$ cat src/rtl/sample_playback_ctrl.sv
// Playback sequencer for the shared reference/error sample RAMs. Issues reads at a programmable
// rate and realigns the fixed-latency RAM outputs into a skid FIFO with a valid/ready head.
module sample_playback_ctrl #(
  parameter int unsigned DATA_SIZE   = 64,
  parameter int unsigned DATA_DEPTH  = 10501,
  parameter int unsigned ADDR_MODULE = 14,
  parameter int unsigned RD_LATENCY  = 1,
  parameter int unsigned DIV_WIDTH   = 16
) (
  input  logic                   i_clock,
  input  logic                   i_reset,
  input  logic                   i_start,
  input  logic                   i_stop,
  input  logic                   i_loop,
  input  logic [ADDR_MODULE-1:0] i_length,
  input  logic [DIV_WIDTH-1:0]   i_rate_div,
  output logic                   o_mem_en,
  output logic [ADDR_MODULE-1:0] o_mem_addr,
  input  logic [DATA_SIZE-1:0]   i_ref_data,
  input  logic [DATA_SIZE-1:0]   i_err_data,
  output logic [DATA_SIZE-1:0]   o_ref,
  output logic [DATA_SIZE-1:0]   o_err,
  output logic                   o_valid,
  input  logic                   i_ready,
  output logic                   o_busy,
  output logic                   o_wrap,
  output logic                   o_done
);

  // One slot beyond the credit limit absorbs the read whose enable is still in the output register.
  localparam int unsigned FIFO_DEPTH = RD_LATENCY + 2;
  localparam int unsigned PTR_W      = $clog2(FIFO_DEPTH);
  localparam int unsigned CNT_W      = $clog2(FIFO_DEPTH + 1);

  localparam logic [1:0] ST_IDLE  = 2'd0;
  localparam logic [1:0] ST_RUN   = 2'd1;
  localparam logic [1:0] ST_DRAIN = 2'd2;

  logic [1:0]             state;
  logic [ADDR_MODULE-1:0] last_addr;
  logic [ADDR_MODULE-1:0] start_last;
  logic [ADDR_MODULE-1:0] next_addr;
  logic [DIV_WIDTH-1:0]   rate;
  logic [DIV_WIDTH-1:0]   rate_cnt;
  logic [RD_LATENCY-1:0]  pipe;
  logic [3:0]             inflight;
  logic                   at_last;
  logic                   credit;
  logic                   issue;
  logic                   push;
  logic                   pop;

  logic [DATA_SIZE-1:0] fifo_ref [FIFO_DEPTH];
  logic [DATA_SIZE-1:0] fifo_err [FIFO_DEPTH];
  logic [PTR_W-1:0]     wr_ptr;
  logic [PTR_W-1:0]     rd_ptr;
  logic [CNT_W-1:0]     fifo_count;

  always_comb begin
    inflight = '0;
    for (int i = 0; i < RD_LATENCY; i++) begin
      inflight = inflight + 4'(pipe[i]);
    end
  end

  always_comb begin
    if (i_length == '0 || 32'(i_length) > DATA_DEPTH) begin
      start_last = ADDR_MODULE'(DATA_DEPTH - 1);
    end else begin
      start_last = i_length - 1'b1;
    end
  end

  assign push      = pipe[RD_LATENCY-1];
  assign o_valid   = (fifo_count != '0);
  assign pop       = o_valid & i_ready;
  assign credit    = (4'(fifo_count) + inflight) < (4'(RD_LATENCY + 1) + 4'(pop));
  assign at_last   = (o_mem_addr == last_addr);
  assign next_addr = at_last ? '0 : o_mem_addr + 1'b1;
  assign issue     = (state == ST_RUN) && (rate_cnt == '0) && credit;
  assign o_busy    = (state != ST_IDLE);
  assign o_ref     = fifo_ref[rd_ptr];
  assign o_err     = fifo_err[rd_ptr];

  always_ff @(posedge i_clock or posedge i_reset) begin
    if (i_reset) begin
      state      <= ST_IDLE;
      o_mem_en   <= 1'b0;
      o_mem_addr <= '0;
      o_wrap     <= 1'b0;
      o_done     <= 1'b0;
      last_addr  <= '0;
      rate       <= '0;
      rate_cnt   <= '0;
      pipe       <= '0;
    end else begin
      o_mem_en <= 1'b0;
      o_wrap   <= 1'b0;
      o_done   <= 1'b0;
      // The RAM samples the address one edge after the enable is registered.
      pipe[0]  <= o_mem_en;
      for (int i = 1; i < RD_LATENCY; i++) begin
        pipe[i] <= pipe[i-1];
      end
      case (state)
        ST_IDLE: begin
          if (i_start) begin
            last_addr  <= start_last;
            rate       <= i_rate_div;
            rate_cnt   <= i_rate_div;
            o_mem_en   <= 1'b1;
            o_mem_addr <= '0;
            state      <= (start_last == '0 && !i_loop) ? ST_DRAIN : ST_RUN;
          end
        end
        ST_RUN: begin
          if (issue) begin
            o_mem_en   <= 1'b1;
            o_mem_addr <= next_addr;
            o_wrap     <= at_last;
            rate_cnt   <= rate;
            if (i_stop || (next_addr == last_addr && !i_loop)) begin
              state <= ST_DRAIN;
            end
          end else begin
            if (rate_cnt != '0) begin
              rate_cnt <= rate_cnt - 1'b1;
            end
            if (i_stop) begin
              state <= ST_DRAIN;
            end
          end
        end
        ST_DRAIN: begin
          if (!o_mem_en && inflight == '0 && fifo_count == '0) begin
            o_done <= 1'b1;
            state  <= ST_IDLE;
          end
        end
        default: state <= ST_IDLE;
      endcase
    end
  end

  always_ff @(posedge i_clock or posedge i_reset) begin
    if (i_reset) begin
      wr_ptr     <= '0;
      rd_ptr     <= '0;
      fifo_count <= '0;
      for (int i = 0; i < FIFO_DEPTH; i++) begin
        fifo_ref[i] <= '0;
        fifo_err[i] <= '0;
      end
    end else begin
      if (push) begin
        fifo_ref[wr_ptr] <= i_ref_data;
        fifo_err[wr_ptr] <= i_err_data;
        wr_ptr <= (wr_ptr == PTR_W'(FIFO_DEPTH - 1)) ? '0 : wr_ptr + 1'b1;
      end
      if (pop) begin
        rd_ptr <= (rd_ptr == PTR_W'(FIFO_DEPTH - 1)) ? '0 : rd_ptr + 1'b1;
      end
      fifo_count <= fifo_count + CNT_W'(push) - CNT_W'(pop);
    end
  end

endmodule
$ cat config.mk
export PLATFORM = sky130hd
export DESIGN_NAME = sample_playback_ctrl
export DESIGN_NICKNAME = d
export VERILOG_FILES = /design/src/rtl/sample_playback_ctrl.sv
export SDC_FILE = /design/constraint.sdc
export NUM_CORES = 1
export LEC_CHECK = 0
export BUFFER_PORTS_ARGS = -buffer_cell sky130_fd_sc_hd__buf_2
export CAP_MARGIN = 15
export CORE_MARGIN = 2
export CORE_UTILIZATION = 58
export DETAILED_ROUTE_END_ITERATION = 6
export GPL_TIMING_DRIVEN = 0
export PLACE_DENSITY = 0.83
export REMOVE_ABC_BUFFERS = 1
export SLEW_MARGIN = 20
export SYNTH_ARGS = -nofsm -noshare
export SYNTH_HDL_FRONTEND = slang
export SYNTH_SLANG_ARGS = --single-unit
$ cat constraint.sdc
create_clock -name i_clock -period 15.87 [get_ports i_clock]
set_input_delay 1.587 -clock i_clock [delete_from_list [all_inputs] [get_ports i_clock]]
set_output_delay 1.587 -clock i_clock [all_outputs]
set_load 0.01 [all_outputs]
Word level (Yosys, flattened, before mapping)
Index checks and enable logic that the tools add are counted.
Storage, ports and cells
  flip-flop bits (word level): 456
  input bits: 164
  output and inout port bits: 147
Cells by class
  $add $sub $neg: 9
  order comparisons: 5
  eq/ne operators: 12
  muxes and demuxes: 35
  bitwise gates (word level): 3
  reductions and logical operators: 25
Operators with widths (number)
  192-bit bitwise mux: 2
  64-bit two-way mux: 5
  64-bit binary-select mux with 2-bit select: 2
  64-bit demux with 2-bit select: 1
  14-bit two-way mux: 4
  16-bit two-way mux: 3
  16-bit one-hot mux with 2 select lines: 1
  14-bit == test: 2
  14-bit zero test: 2
  14-bit one-hot mux with 2 select lines: 1
  16-bit zero test: 1
  2-bit two-way mux: 8
  16-bit nonzero test: 1
  16-bit by 1-bit subtractor with 16-bit output (second input constant): 1
  14-bit by 1-bit adder with 14-bit output (second input constant): 1
  14-bit greater-than comparator (second input constant): 1
  14-bit by 1-bit subtractor with 14-bit output (second input constant): 1
  1-bit logical AND: 7
  2-bit == test (second input constant): 3
  3-bit greater-or-equal comparator (second input constant): 2
  1-bit two-way mux: 6
  2-bit inequality test (second input constant): 3
  3-bit by 2-bit inequality test with 1-bit output (second input constant): 2
  2-bit inverter with 3-bit output: 2
  other kinds (20): 27

Longest topological paths before layout
Gate-level depths: netlist of run 1.
  depth in word-level cells: 8
  depth in mapped cells: 13

Worst setup path after synthesis of run 1
No wires, ideal clock.
  path type: in2reg
  start point: in i_length[3]
  end point: reg state[1]
  arrival: 3542 ps
  required time: 15787 ps
  slack: 12246 ps
  stages on the path: 9
  buffers on the path: 1
  cell sequence: or4_1 or4_1 clkbuf_1 nor4_1 xnor2_1 nand3_1 nor3_1 a32oi_1 o21ai_0
Between the ends
  word-level cells in the longest chain between the ends: 8
  elaborated cells on any way between the ends: 10
  classes of those cells: add/sub: 1; order compare: 1; mux: 4; reduce/logical: 4
RTL lines
  start: declaration: line 15  | input logic [ADDR_MODULE-1:0] i_length,
  14-bit greater-than comparator / 14-bit zero test (equally long branches): line 67  | if (i_length == '0 || 32'(i_length) > DATA_DEPTH) begin
  1-bit logical OR: line 67
  14-bit two-way mux *: line 67
  14-bit zero test *: line 113  | state <= (start_last == '0 && !i_loop) ? ST_DRAIN : ST_RUN;
  1-bit logical AND *: line 113
  2-bit two-way mux *: line 113
  2-bit two-way mux *: line 107  | if (i_start) begin
  2-bit one-hot mux with 3 select lines *: line 105  | case (state)
  end signal: assignment: line 113
  end: declaration: line 39  | logic [1:0] state;
Mark *: on every way between the ends. The rest lies on a longest branch, timed or not. The select of a mux whose other input is x is not followed.
A chain may end at the register's enable or synchronous reset.

Final worst setup path of run 1
  start point: reg rd_ptr[1]
  end point: out o_ref[54]
Between the ends
  word-level cells in the longest chain between the ends: 4
RTL lines
  start: declaration: line 56  | logic [PTR_W-1:0] rd_ptr;
  start signal: assignment: line 161  | rd_ptr <= (rd_ptr == PTR_W'(FIFO_DEPTH - 1)) ? '0 : rd_ptr + 1'b1;
  2-bit inverter with 3-bit output (not written as such): line 82  | assign o_ref = fifo_ref[rd_ptr];
  64-bit binary-select mux with 2-bit select: line 82
  64-bit two-way mux (not written as such) (2 in a row): line 82
  end: declaration: line 21  | output logic [DATA_SIZE-1:0] o_ref,
No other way between the ends. The select of a mux whose other input is x is not followed.

==> results of run 1 <==
state kept, by name, summed over array words and instances, names as in the netlist:
name,count
fifo_count,2
fifo_err,192
fifo_ref,192
last_addr,14
o_done,1
o_mem_addr,14
o_mem_en,1
o_wrap,1
pipe,1
rate,16
rate_cnt,16
rd_ptr,2
state,2
wr_ptr,2
worst paths after layout:
path | from | slack (ps) | to
max in group asynchronous | i_reset | 13060 | fifo_ref[91]
min in group asynchronous | i_reset | 1060 | rate[9]
setup reg to reg | rate_cnt[0] | 12190 | o_mem_addr[12]
hold / removal | o_mem_en | 440 | pipe
setup / recovery | rd_ptr[1] | 11280 | o_ref[54]
hold reg to reg | o_mem_en | 440 | pipe
area by class of cell:
type	count	area, um2
Antenna cell	12	30.0
Clock buffer	66	1350
Clock inverter	18	180
Fill cell	2499	11100
Inverter	19	91.3
Multi-Input combinational cell	1191	9450
Sequential cell	456	11400
Tap cell	468	586
Timing Repair Buffer	350	2250
per-layer routing:
| layer | up-vias | wire (um) |
|---|---|---|
| li1 | 6933 | - |
| met3 | 138 | 3390 |
| met5 | - | 117 |
| met2 | 445 | 25100 |
| met1 | 7587 | 20700 |
| met4 | 18 | 1840 |
synthesized netlist by cell type (9+ instances only):
| cell type | number | area, um2 |
|---|---|---|
| clkbuf_1 | 108 | 405 |
| dfrtp_1 | 456 | 11400 |
| o21ai_1 | 20 | 100 |
| nor2_1 | 46 | 173 |
| mux2_2 | 401 | 4520 |
| inv_1 | 18 | 67.6 |
| mux2i_1 | 131 | 1310 |
| nor3_1 | 22 | 110 |
| nand2_1 | 188 | 706 |
| a211oi_1 | 9 | 67.6 |
| xor2_1 | 10 | 87.6 |
| a21oi_1 | 28 | 140 |
| nand3_1 | 13 | 65.1 |
| xnor2_1 | 31 | 272 |
| o31ai_1 | 14 | 105 |
| o21ai_0 | 164 | 821 |
power breakdown:
part	switching, mW	internal [mW]	leakage (nW)	total [mW]
clock network	0.453	0.642	0.751	1.09
registers	0.358	1.75	5.38	2.10
logic	1.09	1.10	5.05	2.20
stage by stage:
stage	power [mW]	instance area, um2	hold WS (ps)	cells
global placement	4.37	23000	421	2444
finish	5.40	25400	443	2580
CTS	5.42	25300	443	2568
floorplan	3.59	20900	429	1666
global route	5.71	25400	452	2577
detailed placement	4.29	23800	418	2484
kinds of logic (layout without fill, tap and decap cells):
family,Yosys count,in the layout
AO/OA/AOI/OAI,272,272
XOR/XNOR,41,41
adder cells (fa/ha/maj),8,8
buffers and inverters,136,453
flip-flops,456,456
multiplexers,532,532
other,0,12
AND/OR/NAND/NOR,338,338
==> results.toml, run 1 <==
[run_status]
outcome = "finished clean"

[timing]
finalSetupViolCount = 0
relSlewSlack_pct = 38.5
period_minus_slack_ps = 4590
post-route-period-util_pct = 28.9
worst_pin_slew_ps = 922
hold_violations = 0
skew_ps = 12.0
fmax_mhz = 218
tns_ps = 0
fin_ws_ps = 11280
rsz0062_at_grt = "no"
maxSlewViolCount = 0

[worst_setup_path]
cp.required_ps = 14280
crit_fanout = 56
arrival_ps = 3000
start_kind = "flop"
critPathBufInv = 5
worstSetupPathDepth = 8
cp-end-kind = "primary output"
slowest_stage = "dfrtp_4"
path_delay_family = "buffers and inverters"
crit_path_cell_trace = "buf_16 -> nor2b_4 -> buf_16 -> buf_12 -> buf_12 -> nand2_1 -> o21ai_0 -> buf_2"
crit_type = "reg -> out"
critPathMaxStageDelay_ps = 620
r2r_cells = 10

[synth]
synth-simple-area-share_pct = 7.36
synth_top_family_by_area = "multiplexers"
yosysWarnings = 0
syn_inst = 1783
syn_avg_cell_area_um2 = 12.0
ys_types = 66
synth_xor_area_share_pct = 1.68
syn_area_um2 = 21400
synth-edff-count = 0
ys_seq_area_share_pct = 53.4
yosys.area_share.adder_pct = 0.469
yosys_most_used_dff = "dfrtp_1"
synth-compound-area-share_pct = 7.28
yosys-mux-area-fraction_pct = 27.3
async_reset_ff_share_pct = 100
ys_ff_latch = 456

[drt]
first_pass_iters = 5
drt_iter0_drc = 879
avgViaCountPerCell = 5.86
totalWireLength_um = 51100
drtAntennaViolNets = 0
wl_per_cell_um = 19.8
drc = 0
vias = 15100

[grt]
antenna_found_initial = 19
grt_pass1_vias = 16000
gr-total-overflow = 0
met2_usage_pct = 45.5
grt_pass1_wl_um = 82000
met1_usage_pct = 32.6
grtUsageTotal_pct = 26.5
grt_start_max_net_pins = 112
met3_usage_pct = 6.48
grt.busiest_layer = "met2"

[final_layout]
final_common_cell = "dfrtp_1"
nets = 2238
final_layout_size_suffix_gt1_share_pct = 40.3
area_delta_synth_final_pct = 18.8
layout_common_cells = "dfrtp_1, mux2_2, buf_2"
final_util_pct = 69.6

[clock_network]
clk_latency_ps = 560
htreeDepth = 2
cts_resized = 0
clk_path_buf_depth = 3
postCtsSetupRepairBufs = 0
cts_tree = "yes"
clkTransAtPathRegs_ps = 60
cts_hold_buffers = 0
cts.sinks = 456
clockRootBuffer = "clkbuf_16"
cts_buffers = 48

[die]
fp-row-count = 70
die_w_um = 196
core_um2 = 36400
pin_count = 311
die_area_um2 = 38400
die_h_um = 196
initial_core_util_pct = 58.6

[placement]
gp_congestion = 0.878
portBuffers = 310
place_ws_ps = 11560
hpwlAfterDp_um = 34200

[min_path]
hp-class = "reg -> reg"
holdPathStages = 0

[pwr]
p_leak_nw = 11.2
p_per_area_nw_per_um2 = 213
peakVddDrop_uv = 120

[job]
maxCapViolations = 0
(Power assumes the default switching activity.)
==> inputs of run 2 (changes only) <==
CORE_UTILIZATION = 52   (was 58)
PLACE_DENSITY = 0.79   (was 0.83)
clock period = 3.96 ns   (was 15.87 ns; I/O delays follow)
==> results.toml, run 2 (synthesis gave the netlist of run 1 again) <==
[run_status]
outcome = "finished clean"

[grt]
grt_start_max_net_pins = 110
met2_usage_pct = 40.4
gr-total-overflow = 0
grt_pass1_vias = 15500
met3_usage_pct = 5.54
grtUsageTotal_pct = 23.6
antenna_found_initial = 16
met1_usage_pct = 29.2
grt_pass1_wl_um = 80300
grt.busiest_layer = "met2"

[worst_setup_path]
crit_path_cell_trace = "inv_1 -> ha_1 -> nor4b_4 -> nand4_2 -> or3_1 -> or4_1 -> and2_1 -> clkinv_8 -> nand2b_4 -> o31ai_2"
slowest_stage = "or4_1"
path_delay_family = "simple AND/OR/NAND/NOR gates"
crit_fanout = 26
r2r_cells = 10
cp.required_ps = 4430
critPathBufInv = 2
worstSetupPathDepth = 10
crit_type = "reg -> reg"
cp-end-kind = "flop"
start_kind = "flop"
arrival_ps = 4080
r2r_slack_ps = 350
critPathMaxStageDelay_ps = 820

[drt]
wl_per_cell_um = 19.2
drtAntennaViolNets = 0
totalWireLength_um = 50700
drt_iter0_drc = 864
vias = 14900
first_pass_iters = 5
drc = 0
avgViaCountPerCell = 5.65

[final_layout]
final_layout_size_suffix_gt1_share_pct = 40.5
final_common_cell = "dfrtp_1"
layout_common_cells = "dfrtp_1, mux2_2, buf_2"
top_regs = "fifo_err x192, fifo_ref x192"
area_delta_synth_final_pct = 19.4
fin_cells = 2643
nets = 2237

[timing]
fin_ws_ps = 350
finalSetupViolCount = 0
period_minus_slack_ps = 3610
rsz0062_at_grt = "no"
maxSlewViolCount = 0
skew_ps = 16.7
worst_pin_slew_ps = 900
holdWs_ps = 75.5
post-route-period-util_pct = 91.2
fmax_mhz = 277
relSlewSlack_pct = 39.5
tns_ps = 0
hold_violations = 0

[placement]
placed_cells = 2546
portBuffers = 310
place_ws_ps = 356
hpwlAfterDp_um = 34100
gp_congestion = 0.876

[clock_network]
cts_buffers = 48
cts_tree = "yes"
clockRootBuffer = "clkbuf_16"
clk_path_buf_depth = 3
clkTransAtPathRegs_ps = 60
cts_resized = 0
clk_latency_ps = 580
cts.sinks = 456
htreeDepth = 2

[die]
fp-row-count = 74
die_w_um = 207
pin_count = 311
die_area_um2 = 42700
core_um2 = 40600
initial_core_util_pct = 52.5
die_h_um = 207

[pwr]
p_comb_share_pct = 40.3
p_seq_share_pct = 39.0
intPower_mw = 14.1
p_leak_nw = 11.2
finalPower_mw = 21.7
peakVddDrop_uv = 445
sw_frac_of_total_pct = 34.9
clock_power_share_pct = 20.7
p_per_area_nw_per_um2 = 849
p_sw_mw = 7.56

[min_path]
holdPathStages = 2
hp-class = "in -> reg"

[job]
maxCapViolations = 0
-- run 2: timing repair --
action,4_1_cts,5_1_grt
hold buffers,1,0
setup buffers,0,0
endpoints found under the hold margin,62,0
-- run 2: power groups by stage --
stage,Combinational [mW],Clock (mW),Sequential (mW)
finish,8.72,4.49,8.44
global route,9.52,4.79,8.76
CTS,8.78,4.60,8.43
detailed placement,8.71,0,8.49
global placement,8.33,0,8.60
floorplan,6.12,0,8.28
-- run 2: worst paths after layout --
path / startpoint / endpoint
setup / recovery: rate_cnt[0] / o_mem_addr[12]
hold / removal: i_rate_div[15] / rate[15]
setup reg to reg: rate_cnt[0] / o_mem_addr[12]
hold reg to reg: o_mem_en / pipe
max in group asynchronous: i_reset / fifo_ref[61]
min in group asynchronous: i_reset / fifo_err[151]
-- run 2: area by class of cell --
type | count | area (um2)
Fill cell | 3104 | 15100
Sequential cell | 456 | 11400
Multi-Input combinational cell | 1191 | 9450
Timing Repair Buffer | 349 | 2240
Clock buffer | 70 | 1470
Tap cell | 532 | 666
Clock inverter | 14 | 138
Inverter | 19 | 91.3
Antenna cell | 12 | 30.0
-- run 2: metrics by stage --
stage	area [um2]	util (%)
after detailed placement	23900	58.7
after CTS	25500	62.7
after global routing	25500	62.7
final	25500	62.8
after global placement	23100	56.9
after floorplan	20900	-
-- run 2: routing by layer --
| metal | share of wire, % | up-vias |
|---|---|---|
| met5 | 0.11 | - |
| met4 | 2.8 | 10 |
| met3 | 6.4 | 97 |
| met2 | 49 | 363 |
| met1 | 42 | 7533 |
| li1 | - | 6928 |
